===== src/rtl/rc4_ksa_pkg.sv =====
// Shared constants, FSM state encoding and key-byte selection for the RC4 key scheduler.
package rc4_ksa_pkg;

  localparam int unsigned N         = 256;
  localparam int unsigned SBOX_AW   = 8;
  localparam int unsigned KEY_BYTES = 3;
  localparam int unsigned KEY_W     = 8 * KEY_BYTES;
  localparam int unsigned KIDX_W    = $clog2(KEY_BYTES);

  localparam logic [SBOX_AW-1:0] SBOX_LAST = SBOX_AW'(N - 1);
  localparam logic [KIDX_W-1:0]  KIDX_LAST = KIDX_W'(KEY_BYTES - 1);

  typedef enum logic [3:0] {
    IDLE,
    INIT,
    RD_I,
    LAT_I,
    RD_J,
    LAT_J,
    WR_I,
    WR_J,
    FIN
  } state_t;

  // Byte 0 is the most significant byte of the key word.
  function automatic logic [7:0] key_byte(input logic [KEY_W-1:0]  key,
                                          input logic [KIDX_W-1:0] kidx);
    return key[8 * (KEY_BYTES - 1 - 32'(kidx)) +: 8];
  endfunction

endpackage


===== src/rtl/rc4_ksa_if.sv =====
// Control handshake and S-box RAM port between the key scheduler and its host/RAM.
interface rc4_ksa_if;
  import rc4_ksa_pkg::*;

  logic               start;
  logic [KEY_W-1:0]   key;
  logic               busy;
  logic               done;
  logic [SBOX_AW-1:0] mem_addr;
  logic [SBOX_AW-1:0] mem_wrdata;
  logic               mem_wren;
  logic [SBOX_AW-1:0] mem_rddata;

  modport master (
    output start, key, mem_rddata,
    input  busy, done, mem_addr, mem_wrdata, mem_wren
  );

  modport slave (
    input  start, key, mem_rddata,
    output busy, done, mem_addr, mem_wrdata, mem_wren
  );

endinterface


===== src/rtl/rc4_ksa.sv =====
// RC4 key-scheduling engine: initialises and permutes a 256-byte S-box held in external single-port RAM.
module rc4_ksa
  import rc4_ksa_pkg::*;
(
  input logic       clk,
  input logic       reset,
  rc4_ksa_if.slave  bus
);

  state_t              state_q, state_d;
  logic [SBOX_AW-1:0]  i_q, i_d;
  logic [SBOX_AW-1:0]  j_q, j_d;
  logic [SBOX_AW-1:0]  si_q, si_d;
  logic [SBOX_AW-1:0]  sj_q, sj_d;
  logic [KIDX_W-1:0]   kidx_q, kidx_d;
  logic [KEY_W-1:0]    key_q, key_d;
  logic                busy_q, busy_d;
  logic                done_q, done_d;
  logic                wren_q, wren_d;
  logic [SBOX_AW-1:0]  addr_q, addr_d;
  logic [SBOX_AW-1:0]  wrdata_q, wrdata_d;

  always_ff @(posedge clk) begin
    if (reset) begin
      state_q  <= IDLE;
      i_q      <= '0;
      j_q      <= '0;
      si_q     <= '0;
      sj_q     <= '0;
      kidx_q   <= '0;
      key_q    <= '0;
      busy_q   <= 1'b0;
      done_q   <= 1'b0;
      wren_q   <= 1'b0;
      addr_q   <= '0;
      wrdata_q <= '0;
    end else begin
      state_q  <= state_d;
      i_q      <= i_d;
      j_q      <= j_d;
      si_q     <= si_d;
      sj_q     <= sj_d;
      kidx_q   <= kidx_d;
      key_q    <= key_d;
      busy_q   <= busy_d;
      done_q   <= done_d;
      wren_q   <= wren_d;
      addr_q   <= addr_d;
      wrdata_q <= wrdata_d;
    end
  end

  always_comb begin
    state_d  = state_q;
    i_d      = i_q;
    j_d      = j_q;
    si_d     = si_q;
    sj_d     = sj_q;
    kidx_d   = kidx_q;
    key_d    = key_q;
    busy_d   = busy_q;
    done_d   = done_q;

    case (state_q)
      IDLE: begin
        if (bus.start) begin
          key_d   = bus.key;
          i_d     = '0;
          j_d     = '0;
          kidx_d  = '0;
          done_d  = 1'b0;
          busy_d  = 1'b1;
          state_d = INIT;
        end
      end
      INIT: begin
        i_d = i_q + 1'b1;
        if (i_q == SBOX_LAST) state_d = RD_I;
      end
      RD_I:  state_d = LAT_I;
      LAT_I: begin
        si_d    = bus.mem_rddata;
        j_d     = j_q + bus.mem_rddata + key_byte(key_q, kidx_q);
        state_d = RD_J;
      end
      RD_J:  state_d = LAT_J;
      LAT_J: begin
        sj_d    = bus.mem_rddata;
        state_d = WR_I;
      end
      WR_I:  state_d = WR_J;
      WR_J: begin
        kidx_d  = (kidx_q == KIDX_LAST) ? '0 : kidx_q + 1'b1;
        i_d     = i_q + 1'b1;
        state_d = (i_q == SBOX_LAST) ? FIN : RD_I;
      end
      FIN: begin
        busy_d  = 1'b0;
        done_d  = 1'b1;
        state_d = IDLE;
      end
      default: state_d = IDLE;
    endcase

    // RAM port is driven from the state being entered, so the registered
    // address/data are on the bus for the whole cycle of that state and a
    // read issued in RD_x returns its data during the following LAT_x.
    addr_d   = addr_q;
    wrdata_d = wrdata_q;
    wren_d   = 1'b0;
    case (state_d)
      INIT: begin
        addr_d   = i_d;
        wrdata_d = i_d;
        wren_d   = 1'b1;
      end
      RD_I: addr_d = i_d;
      RD_J: addr_d = j_d;
      WR_I: begin
        addr_d   = i_d;
        wrdata_d = sj_d;
        wren_d   = 1'b1;
      end
      WR_J: begin
        addr_d   = j_d;
        wrdata_d = si_d;
        wren_d   = 1'b1;
      end
      default: ;
    endcase
  end

  assign bus.busy       = busy_q;
  assign bus.done       = done_q;
  assign bus.mem_wren   = wren_q;
  assign bus.mem_addr   = addr_q;
  assign bus.mem_wrdata = wrdata_q;

endmodule


===== src/flat_wrapper.sv =====
// flat-port wrapper written by rule: the top's interface ports become plain ports
module rc4_ksa_flat import rc4_ksa_pkg::*;
  (clk, reset, bus_start, bus_key, bus_mem_rddata, bus_busy, bus_done, bus_mem_addr, bus_mem_wrdata, bus_mem_wren);
  rc4_ksa_if bus_i ();
  input logic clk;
  input logic reset;
  input wire logic [$bits(bus_i.start)-1:0] bus_start;
  input wire logic [$bits(bus_i.key)-1:0] bus_key;
  input wire logic [$bits(bus_i.mem_rddata)-1:0] bus_mem_rddata;
  output wire logic [$bits(bus_i.busy)-1:0] bus_busy;
  output wire logic [$bits(bus_i.done)-1:0] bus_done;
  output wire logic [$bits(bus_i.mem_addr)-1:0] bus_mem_addr;
  output wire logic [$bits(bus_i.mem_wrdata)-1:0] bus_mem_wrdata;
  output wire logic [$bits(bus_i.mem_wren)-1:0] bus_mem_wren;
  assign bus_i.start = bus_start;
  assign bus_i.key = bus_key;
  assign bus_i.mem_rddata = bus_mem_rddata;
  assign bus_busy = bus_i.busy;
  assign bus_done = bus_i.done;
  assign bus_mem_addr = bus_i.mem_addr;
  assign bus_mem_wrdata = bus_i.mem_wrdata;
  assign bus_mem_wren = bus_i.mem_wren;
  rc4_ksa u_core (.clk(clk), .reset(reset), .bus(bus_i));
endmodule

===== config.mk =====
export PLATFORM = sky130hd
export DESIGN_NAME = rc4_ksa_flat
export DESIGN_NICKNAME = d
export VERILOG_FILES = /design/src/rtl/rc4_ksa_pkg.sv /design/src/rtl/rc4_ksa_if.sv /design/src/rtl/rc4_ksa.sv /design/src/flat_wrapper.sv
export SDC_FILE = /design/constraint.sdc
export NUM_CORES = 1
export LEC_CHECK = 0
export ABC_AREA = 1
export BUFFER_PORTS_ARGS = -buffer_cell sky130_fd_sc_hd__clkbuf_2
export CAP_MARGIN = 20
export CORE_MARGIN = 2
export CORE_UTILIZATION = 57
export DETAILED_ROUTE_END_ITERATION = 6
export PLACE_DENSITY = 0.8
export SLEW_MARGIN = 20
export SYNTH_ARGS = -nofsm -noshare
export SYNTH_HDL_FRONTEND = slang
export SYNTH_SLANG_ARGS = --single-unit

===== constraint.sdc =====
create_clock -name clk -period 4.25 [get_ports clk]
set_input_delay 0.85 -clock clk [delete_from_list [all_inputs] [get_ports clk]]
set_output_delay 0.85 -clock clk [all_outputs]
set_load 0.005 [all_outputs]

# --- After elaboration in Yosys (flattened, before gate mapping) ---
# Cells that the tools add are included.
classes:
  n_addsub: 5
  n_eq_ne: 16
  shift: 1
  muxes: 20
  reduce_logical: 12
op_table:
  columns: ["operator", "n"]
  rows:
  - ["$pmux 8 s2", 3]
  - ["$shiftx 24x33->8", 1]
  - ["$mux 8", 4]
  - ["$pmux 4 s8", 1]
  - ["$eq 4x3->1 const B", 7]
  - ["$pmux 8 s3", 1]
  - ["$add 8x8->8", 2]
  - ["$eq 4x2->1 const B", 3]
  - ["$mux 4", 3]
  - ["$add 8x1->8 const B", 1]
  - ["$eq 4x1->1 const B", 2]
  - ["$eq 8x8->1 const B", 1]
  - ["$reduce_and 2->1", 3]
  - ["$reduce_bool 2->1", 3]
  - ["$reduce_or 3->1", 2]
  - ["$eq 4x4->1 const B", 1]
  - ["$logic_not 4->1", 1]
  - ["$mux 2", 2]
  - ["$pmux 1 s2", 2]
  - ["$pmux 2 s2", 1]
  - ["$reduce_or 2->1", 2]
  - ["$mux 1", 3]
  - ["$reduce_bool 3->1", 1]
  - ["$sub 2x2->3 const A", 1]
  - ["3 further kinds", 3]
totals:
  register_bits: 81
  input_bits: 35
  output_inout_bits: 19
  word_cells: 66

# --- Logic depth before layout (Yosys ltp) ---
depth:
  word_depth: 6
  mapped_depth: 23
  mapped_depth_nobuf: 21

# --- Worst setup path before layout ---
# No wires, ideal clock.
synth_path:
  kind: "register to register"
  startpoint: "register u_core.kidx_q[0]"
  endpoint: "register u_core.addr_q[6], in the netlist u_core.bus.mem_addr[6]"
  setup_time_ns: 0.115
  t_arrival_ns: 3.273
  required_ns: 4.135
  setup_slack_ns: 0.862
  path_stages_with_launch: 20
  cell_sequence: "dfxtp_1 inv_1 buf_1 ha_1 inv_1 buf_1 nand3_1 a21oi_1 fa_1 ha_1 a21oi_1 or2_2 nand3_1 nand2_1 nand3_1 nand2_1 nand2_1 nand2_1 nor2_1 nor2_1"
synth_via:
  elab_chain_len: 5
synth_rtl:
  columns: ["element", "line", "rtl"]
  rows:
  - ["start: declaration", "rc4_ksa.sv:15", "logic [KIDX_W-1:0] kidx_q, kidx_d;"]
  - ["start signal: assignment", "rc4_ksa.sv:43", "kidx_q <= kidx_d;"]
  - ["$sub 2x2->3", "rc4_ksa_pkg.sv:28", "return key[8 * (KEY_BYTES - 1 - 32'(kidx)) +: 8];"]
  - ["$shiftx 24x33->8", "rc4_ksa_pkg.sv:28", null]
  - ["$add 8x8->8", "rc4_ksa.sv:83", "j_d = j_q + bus.mem_rddata + key_byte(key_q, kidx_q);"]
  - ["$pmux 8 s2", "rc4_ksa.sv:64", "case (state_q)"]
  - ["$pmux 8 s2", "rc4_ksa.sv:111", "case (state_d)"]
  - ["end signal: assignment", "rc4_ksa.sv:48", "addr_q <= addr_d;"]
  - ["end: declaration", "rc4_ksa.sv:20", "logic [SBOX_AW-1:0] addr_q, addr_d;"]
# No other way between the ends.
# A chain may end at the register's enable or synchronous reset.

# --- Worst setup path in the final report ---
layout_path:
  startpoint: "register u_core.kidx_q[0]"
  endpoint: "register u_core.addr_q[7], in the netlist u_core.bus.mem_addr[7]"
# The elaborated chain is that of the path after synthesis.

==> flow_summary_export.csv <==
group,metric,value,unit
outcome,status,"complete, no violations",
min_path,hold_depth,2,
cells_and_area,drive_gt1_share,17.1,%
floorplan,placementRows,30,
timing,worst_pin_slew,0.744,ns
cells_and_area,antenna_cells,0,
routing,drc,0,
placed_design,post-place-cells,663,
placed_design,dp_hpwl,6990,um
routing,ant_nets,0,
setup_path,crit_fanout,24,
logic_synthesis,yosys-top-cells-count,"nand2_1 (130), dfxtp_1 (73), inv_1 (65), a21oi_1 (61), nor2_1 (42)",
global_route,overflow,0,
floorplan,dieArea,7470,um^2
routing,dr.pass1.iters,4,
floorplan,fp.coreArea,6680,um^2
global_route,grt-busiest-layer,"met2",
routing,initialDrtViolationCount,244,
global_route,grtUsageMet1,34.4,%
logic_synthesis,syn_area,3870,um^2
global_route,grt_pass1_vias,3390,
setup_path,critical_path_required,4.51,ns
timing,fin_skew,0.00798,ns
cts,numCtsBuffers,9,
timing,finalSetupTns,0,ns
floorplan,start_util,58.0,%
logic_synthesis,synth_nets,603,
cts,postCtsSetupBuffers,0,
logic_synthesis,synth_top_flop_cell,"dfxtp_1",
logic_synthesis,ys_seq_area_share,37.7,%
logic_synthesis,synth-edff-count,0,
setup_path,r2r-end,"u_core.bus.mem_addr[7]",
timing,slew_viol_final,0,
global_route,use_met3,6.10,%
logic_synthesis,synth_top_area_share,37.7,%
flow_run,maxCapViolCount,0,
timing,relSlewSlack,50.3,%
setup_path,ff2ff_path_depth,20,
global_route,grtUsageTotal,26.7,%
cells_and_area,area_growth_syn_to_layout,11.2,%
timing,setup_viol,0,
logic_synthesis,netlist-cell-type-count,37,
logic_synthesis,yosysWarnings,0,
floorplan,die_w,86.4,um
cts,cts_sinks,73,
global_route,antenna_found_initial,0,
setup_path,worstPathArrival,4.07,ns
logic_synthesis,syn_area_per_cell,7.04,um^2
global_route,grt_max_degree,50,
routing,vias,3671,
logic_synthesis,yosys-top-cells-area,"dfxtp_1 (38%), nand2_1 (13%), a21oi_1 (7.9%)",
pwr,powerDensity,324,nW/um^2
min_path,worst_hold_path_type,"flip-flop to flip-flop",
logic_synthesis,synth.most_common_cell,"nand2_1",
min_path,whs_endpoint,"u_core.bus.done",
cts,clk_pin_slew,0.08,ns
min_path,hp-start,"u_core.bus.done",
timing,rsz0062_at_grt,"no",
pwr,power_leakage,2.01,nW
setup_path,end_kind,"flip-flop",
timing,period_minus_slack,3.81,ns
placed_design,place.gp.congestion,1.00,
logic_synthesis,synthArstFlopShare,0,%
global_route,grt_pass1_wl,15500,um
cts,ctsLongestPathBuffers,2,
timing,hold_slack,0.465,ns
pwr,vdd_ir_drop_max,0.170,mV
floorplan,ios,54,
logic_synthesis,ys_ff_latch,73,
cts,htree_num_levels,3,
setup_path,cp-start-kind,"flip-flop",
cells_and_area,fin_cells,678,
setup_path,reg2reg_slack,0.44,ns
floorplan,die_h,86.4,um
logic_synthesis,yosysTopAreaCell,"dfxtp_1",
setup_path,reg2reg_from,"u_core.kidx_q[0]",
timing,period_share,89.5,%
logic_synthesis,synth_cells,550,
cts,cts_resized,0,
cts,cts_tree,"done",
cts,cts_hold_buf,0,
timing,hold_violations,0,
cts,cts_root_buf,"clkbuf_8",
global_route,grt_use_met2,42.0,%
setup_path,critPathKind,"flip-flop to flip-flop",
routing,wl_per_cell,13.9,um
routing,vias_per_cell,5.41,
cells_and_area,fin_nets,647,
routing,wl,9430,um
placed_design,port_buffers,53,
cts,worstSkewPairLatency,0.36,ns
timing,fmax,0.263,GHz
[logic make-up after synthesis]
| logic type | Yosys count | synth area share (%) |
|---|---|---|
| adder cells (fa/ha/maj) | 18 | 7.36 |
| buffers and inverters | 99 | 10.1 |
| XOR/XNOR | 3 | 0.678 |
| AO/OA/AOI/OAI | 125 | 17.2 |
| multiplexers | 2 | 0.517 |
| flip-flops | 73 | 37.7 |
| AND/OR/NAND/NOR | 230 | 26.4 |
[where the power goes]
group          switching [mW]  internal [mW]  total, mW  leakage [nW]
sequential             0.0172          0.715      0.732         0.596
combinational           0.124         0.0745      0.199          1.33
clock                   0.261          0.205      0.466        0.0846
[registers in the layout (all words and copies together), names as in the netlist]
signal                 count
u_core.bus.busy            1
u_core.bus.done            1
u_core.bus.mem_wrdata      8
u_core.state_q             4
u_core.si_q                8
u_core.kidx_q              2
u_core.bus.mem_addr        8
u_core.bus.mem_wren        1
u_core.j_q                 8
u_core.i_q                 8
u_core.key_q              24
[final cells by class]
class / count / area (um^2)
Clock buffer: 9 / 124
Clock inverter: 6 / 36.3
Fill cell: 617 / 2370
Inverter: 78 / 293
Multi-Input combinational cell: 378 / 2020
Sequential cell: 73 / 1460
Tap cell: 80 / 100
Timing Repair Buffer: 54 / 273
[how the worst max path moves through the flow]
stage,endpoint,from,slack [ns],cells after the start
final,u_core.bus.mem_addr[7],u_core.kidx_q[0],0.44,20
after global routing,u_core.bus.mem_addr[7],u_core.kidx_q[0],0.17,20
after CTS,u_core.bus.mem_addr[7],u_core.kidx_q[0],0.48,20
after detailed placement,u_core.bus.mem_addr[7],u_core.kidx_q[0],0.49,20
after global placement,u_core.bus.mem_addr[7],u_core.kidx_q[0],0.68,20
after floorplan,u_core.bus.mem_addr[6],u_core.kidx_q[0],0.86,19
[cells in the final DEF, fill, tap and decap left out, drive strengths merged]
master    count
o22ai         7
clkbuf       62
clkinvlp      1
o31ai         1
nor2         51
xnor2         2
xor2          1
nand2       135
o21ai        45
buf           1
ha           10
nor3          4
o211ai        2
or2           1
clkinv        6
nand3        33
nand3b        2
o21bai        6
a22oi         2
a21oi        62
inv          77
fa            8
nand4         4
mux2i         2
dfxtp        73
[critical path, stage by stage, from the launching register on]
cell	delay [ns]
dfxtp_1	0.36
inv_1	0.44
ha_1	0.36
inv_1	0.33
a21oi_1	0.06
o21ai_0	0.10
a21oi_1	0.11
fa_1	0.50
ha_1	0.20
inv_1	0.07
fa_1	0.42
nor3_1	0.20
nor2_1	0.08
inv_1	0.05
nand2_1	0.06
nand3_1	0.09
nand2_1	0.06
nand2_1	0.05
nand3_1	0.07
nand2_1	0.07
inv_1	0.03
[layer usage]
metal	part of all wire, %	vias up	wire [um]
met5	0	-	0
met2	46	116	4290
li1	-	1857	-
met1	45	1667	4260
met3	5.6	31	530
met4	3.6	0	340
[metrics by stage]
step           setup WS [ns]  power (mW)  utilization (%)  cell area (um^2)
5_1_grt                0.175        1.46             64.5              4310
2_1_floorplan          0.862       0.883                -              3870
3_3_place_gp           0.678       0.937             62.1              4150
4_1_cts                0.484        1.40             64.5              4310
6_report               0.445        1.40             64.5              4310
3_5_place_dp           0.491       0.943             62.1              4150
No activity file was read; power rests on OpenSTA's default activity.
